--- config.mk ---
export PLATFORM = sky130hd
export DESIGN_NAME = rr_grant_select
export DESIGN_NICKNAME = d
export VERILOG_FILES = /design/src/rtl/rr_grant_select.sv
export SDC_FILE = /design/constraint.sdc
export NUM_CORES = 1
export LEC_CHECK = 0
export BUFFER_PORTS_ARGS = -buffer_cell sky130_fd_sc_hd__clkbuf_2
export CELL_PAD_IN_SITES_DETAIL_PLACEMENT = 0
export CELL_PAD_IN_SITES_GLOBAL_PLACEMENT = 1
export CORE_AREA = 2 2 96 98
export DETAILED_ROUTE_END_ITERATION = 12
export DIE_AREA = 0 0 98 100
export PLACE_DENSITY = 0.73
export SLEW_MARGIN = 20
export SYNTH_ARGS = -nofsm -noshare
export SYNTH_HDL_FRONTEND = slang
export SYNTH_SLANG_ARGS = --single-unit
--- constraint.sdc ---
create_clock -name clk -period 3 [get_ports clk]
set_input_delay 0.6 -clock clk [delete_from_list [all_inputs] [get_ports clk]]
set_output_delay 0.6 -clock clk [all_outputs]
set_load 0.01 [all_outputs]
--- src/rtl/rr_grant_select.sv ---
`default_nettype none
// ============================================================================
// Module      : rr_grant_select
// Description : Round-robin arbiter with a registered grant/payload stage.
//               A priority pointer selects which requester is scanned first.
//               The one-hot grant and its binary index are combinational.
//               The granted index and payload are registered one cycle later.
//
// Ports       :
//   clk        in   1                    rising-edge clock
//   reset      in   1                    asynchronous active-high reset
//   request    in   NUM_ENTRIES          per-entry request bits
//   update_lru in   1                    allow pointer update on a grant
//   data_in    in   NUM_ENTRIES*WIDTH    payloads, entry i at [i*WIDTH +: WIDTH]
//   grant_oh   out  NUM_ENTRIES          combinational one-hot grant
//   grant_idx  out  IDX_W                combinational binary grant index
//   q_valid    out  1                    a grant happened last cycle
//   q_index    out  IDX_W                registered granted index
//   q_data     out  WIDTH                registered granted payload
//
// Revision    : 1.0 - initial release
// ============================================================================
module rr_grant_select #(
  parameter int               NUM_ENTRIES        = 4,
  parameter int               WIDTH              = 32,
  parameter int               SWITCH_EVERY_CYCLE = 1,
  parameter logic [WIDTH-1:0] IDLE_VALUE         = '0,
  localparam int              IDX_W              = (NUM_ENTRIES > 2) ? $clog2(NUM_ENTRIES) : 1
) (
  input  logic                         clk,
  input  logic                         reset,
  input  logic [NUM_ENTRIES-1:0]       request,
  input  logic                         update_lru,
  input  logic [NUM_ENTRIES*WIDTH-1:0] data_in,
  output logic [NUM_ENTRIES-1:0]       grant_oh,
  output logic [IDX_W-1:0]             grant_idx,
  output logic                         q_valid,
  output logic [IDX_W-1:0]             q_index,
  output logic [WIDTH-1:0]             q_data
);

  // One extra bit of headroom so ptr + offset (at most 2*NUM_ENTRIES-2)
  // never overflows before the modulo correction.
  localparam logic [IDX_W:0]   c_num_entries = (IDX_W+1)'(NUM_ENTRIES);
  localparam logic [IDX_W-1:0] c_last_idx    = IDX_W'(NUM_ENTRIES - 1);

  // --------------------------------------------------------------------------
  // State
  // --------------------------------------------------------------------------
  logic [IDX_W-1:0] ptr_q;
  logic [IDX_W-1:0] ptr_d;
  logic             out_valid_q;
  logic             out_valid_d;
  logic [IDX_W-1:0] out_index_q;
  logic [IDX_W-1:0] out_index_d;
  logic [WIDTH-1:0] out_data_q;
  logic [WIDTH-1:0] out_data_d;

  // --------------------------------------------------------------------------
  // Combinational grant path
  // --------------------------------------------------------------------------
  logic [NUM_ENTRIES-1:0] w_grant_oh;
  logic [IDX_W-1:0]       w_grant_idx;
  logic [WIDTH-1:0]       w_sel_data;
  logic                   w_any_grant;
  logic [IDX_W:0]         w_start;
  logic [IDX_W:0]         w_pos;
  logic                   w_found;

  // Rotating scan starting at the pointer. The pointer can only ever hold
  // 0..NUM_ENTRIES-1, but an out-of-range value is folded to 0 so a
  // non-power-of-two arbiter can never lock up.
  always_comb begin
    w_grant_oh = '0;
    w_found    = 1'b0;
    w_pos      = '0;
    w_start    = ({1'b0, ptr_q} < c_num_entries) ? {1'b0, ptr_q} : '0;
    for (int i = 0; i < NUM_ENTRIES; i++) begin
      w_pos = w_start + (IDX_W+1)'(i);
      if (w_pos >= c_num_entries) begin
        w_pos = w_pos - c_num_entries;
      end
      if (!w_found && request[w_pos[IDX_W-1:0]]) begin
        w_grant_oh[w_pos[IDX_W-1:0]] = 1'b1;
        w_found                      = 1'b1;
      end
    end
  end

  // One-hot to binary and payload selection as AND-OR trees; both collapse
  // to zero when nothing is granted.
  always_comb begin
    w_grant_idx = '0;
    w_sel_data  = '0;
    for (int i = 0; i < NUM_ENTRIES; i++) begin
      if (w_grant_oh[i]) begin
        w_grant_idx = w_grant_idx | IDX_W'(i);
        w_sel_data  = w_sel_data | data_in[i*WIDTH +: WIDTH];
      end
    end
  end

  assign w_any_grant = |w_grant_oh;

  // --------------------------------------------------------------------------
  // Next-state logic
  // --------------------------------------------------------------------------
  always_comb begin
    ptr_d = ptr_q;
    if (update_lru && w_any_grant) begin
      if (SWITCH_EVERY_CYCLE != 0) begin
        // Move priority just past the winner, wrapping explicitly so that
        // non-power-of-two sizes return to 0.
        ptr_d = (w_grant_idx == c_last_idx) ? '0 : w_grant_idx + IDX_W'(1);
      end else begin
        // Park priority on the winner so it keeps the grant while it asks.
        ptr_d = w_grant_idx;
      end
    end
  end

  always_comb begin
    out_valid_d = w_any_grant;
    out_index_d = w_any_grant ? w_grant_idx : '0;
    out_data_d  = w_any_grant ? w_sel_data : IDLE_VALUE;
  end

  // --------------------------------------------------------------------------
  // Registers
  // --------------------------------------------------------------------------
  always_ff @(posedge clk or posedge reset) begin
    if (reset) begin
      ptr_q       <= '0;
      out_valid_q <= 1'b0;
      out_index_q <= '0;
      out_data_q  <= '0;
    end else begin
      ptr_q       <= ptr_d;
      out_valid_q <= out_valid_d;
      out_index_q <= out_index_d;
      out_data_q  <= out_data_d;
    end
  end

  // --------------------------------------------------------------------------
  // Outputs
  // --------------------------------------------------------------------------
  assign grant_oh  = w_grant_oh;
  assign grant_idx = w_grant_idx;
  assign q_valid   = out_valid_q;
  assign q_index   = out_index_q;
  assign q_data    = out_data_q;

endmodule : rr_grant_select
`default_nettype wire

==> flow_summary.yaml <==
outcome:
  status: "finished, final reports clean"
hold_path:
  hp-class: "input port to async pin"
power_and_ir_drop:
  leakagePower_nw: 1.75
  vdd_ir_drop_max_mv: 0.527
  total_power_mw: 4.49
  powerDensity_mw_per_mm2: 1340
worst_setup_path:
  critical_path_buf_inv_count: 2
  path_class: "flop to output port"
  crit_path_top_delay_cell: "a2111oi_4"
  crit_path_end_kind: "output port"
  critical-path-top-delay-family: "compound AO/OA/AOI/OAI gates"
  cp-start-kind: "flop"
  cp.arrival_ps: 2320
  worstPathRequired_ps: 2400
  max_stage_delay_ps: 400
  crit_chain: "inv_2 > ha_4 > mux2i_1 > o22ai_2 > a2111oi_4 > o31ai_4 > or2_4 > buf_4"
  worstPathMaxFanout: 4
sta:
  hold_violations: 0
  period_minus_slack_ps: 2920
  finalSetupViolCount: 0
  slew-limit-headroom: 0.557
  worst_slew_pin_slew_ps: 660
  hold_slack_ps: 301
  fin_crit_sh: 0.975
  finalClockSkew_ps: 2.74
  clock.fmax_mhz: 342
  drv_slew: 0
synth:
  synthArstFlopShare: 1.00
  avgSynthCellArea_um2: 10.3
  netlist_instances: 200
  synth.distinct_cells: 29
  synth-seq-cells: 37
  synthFlopType: "dfrtp_1"
  yosysWarnings: 0
  syn_nets: 340
  syn-cell-area_mm2: 0.00207
  synth_edf_count: 0
  ys_seq_area_frac: 0.448
clocking:
  htreeDepth: 2
  cts_buffers: 5
  insertion_delay_ps: 280
  cts_sinks: 37
  clk_pin_slew_ps: 70
  hold_buffers: 0
  clockBufferDepth: 2
  cts_tree: "built"
  root_buffer: "clkbuf_8"
drt:
  routed-via-count: 2361
  wire_per_inst_um: 15.6
  drt_iter0_markers: 61
  routed_via_density: 4.76
  firstDrtPassIters: 4
  wirelength_um: 7730
  drc: 0
  final_antenna_net_count: 0
floorplanning:
  dieArea_mm2: 0.00980
  io_pins: 176
  initial_utilization: 0.233
  rows: 35
  die_h_um: 100
  die_w_um: 98
  coreArea_mm2: 0.00889
grt:
  grt_usage: 0.153
  antenna_found_initial: 0
  grt_pass1_wl_um: 11900
  grt_overflow: 0
  grt_max_degree: 36
  grt_pass1_vias: 2341
place:
  io_buffers: 175
  gp_congestion: 0.816
  dp_hpwl_um: 5890
layout:
  mostFrequentLayoutCell: "clkbuf_2"
  fin_nets: 524
  synthToLayoutAreaGrowth_pct: 62.3
  drive_above_1_share: 0.587
  antenna_cells: 0
  final_cell_mix: "clkbuf_2 (174), a22oi_1 (66), dfrtp_1 (37)"
job:
  drv_cap: 0
[metrics by stage]
step	worst slack (ps)	std cells	util	TNS, ps	area (um2)
global route	-10.9	496	0.377	-10.9	3360
CTS	22.5	491	0.367	0	3270
finish	75.9	496	0.377	0	3360
floorplan	137	200	-	0	2070
detailed placement	151	482	0.351	0	3120
global placement	186	482	0.351	0	3120
[synthesized netlist by cell type (2+ instances only)]
cell type,count,area (um2)
nand2_1,35,131
or2_2,3,18.8
o22ai_1,3,18.8
nor2_1,2,7.51
a22oi_1,68,510
inv_1,5,18.8
buf_2,13,65.1
ha_1,5,62.6
mux4_2,4,90.1
nand2b_1,2,12.5
dfrtp_1,37,926
a21oi_2,2,17.5
nor2b_1,3,18.8
mux2i_1,3,30.0
[registers in the layout (all words and copies together) (netlist names)]
name and count:
q_data 32, q_index 2, q_valid 1, ptr_q 2
[metal layers]
| metal | share of wire | wire length [um] | vias to the layer above | global-route usage |
|---|---|---|---|---|
| met5 | 0 | 0 | - | 0 |
| met4 | 0.0091 | 70 | 0 | 0.0395 |
| met3 | 0.081 | 628 | 7 | 0.0432 |
| met2 | 0.52 | 4030 | 111 | 0.286 |
| met1 | 0.39 | 3000 | 1118 | 0.171 |
| li1 | - | - | 1125 | - |
[report_power, final]
part	leakage (nW)	switching, mW	total (mW)	internal [mW]
combinational	1.27	1.81	3.19	1.37
clock	0.0585	0.176	0.447	0.271
sequential	0.419	0.0736	0.852	0.779
[cells by family after synthesis]
| kind of cell | share of synthesized area |
|---|---|
| AOI/OAI and AO/OA | 0.302 |
| xor gates and xnor gates | 0.00424 |
| adders and majority gates | 0.0302 |
| buffers and inverters | 0.0514 |
| DFF | 0.448 |
| muxes | 0.0635 |
| and+or+nand+nor | 0.100 |
[what timing repair did]
item	in CTS	in global routing
endpoints found under the setup margin	3	4
setup buffers	1	5
pin swaps	1	4
gates resized for setup	4	16
[worst paths after layout]
path                       depth (start not counted)  slack [ps]            to          from
max                                                8          80  grant_idx[1]      ptr_q[0]
min reg2reg                                        2         690      ptr_q[1]      ptr_q[1]
max in group asynchronous                          3        2040    q_data[17]         reset
min                                                2         300    q_index[0]         reset
min in group clk                                   3         530    q_data[10]  data_in[106]
max reg2reg                                       11         250      ptr_q[1]      ptr_q[0]
[final cells by class]
type / instances / area [um2]
fillers: 932 / 5530
multi-input cells: 142 / 1130
repair buffers: 193 / 1030
flip-flops and latches: 37 / 926
well taps: 111 / 139
clock buffers: 7 / 86.3
clock inverters: 1 / 30.0
inverters: 5 / 18.8
Power figures use the tool's default switching activity.
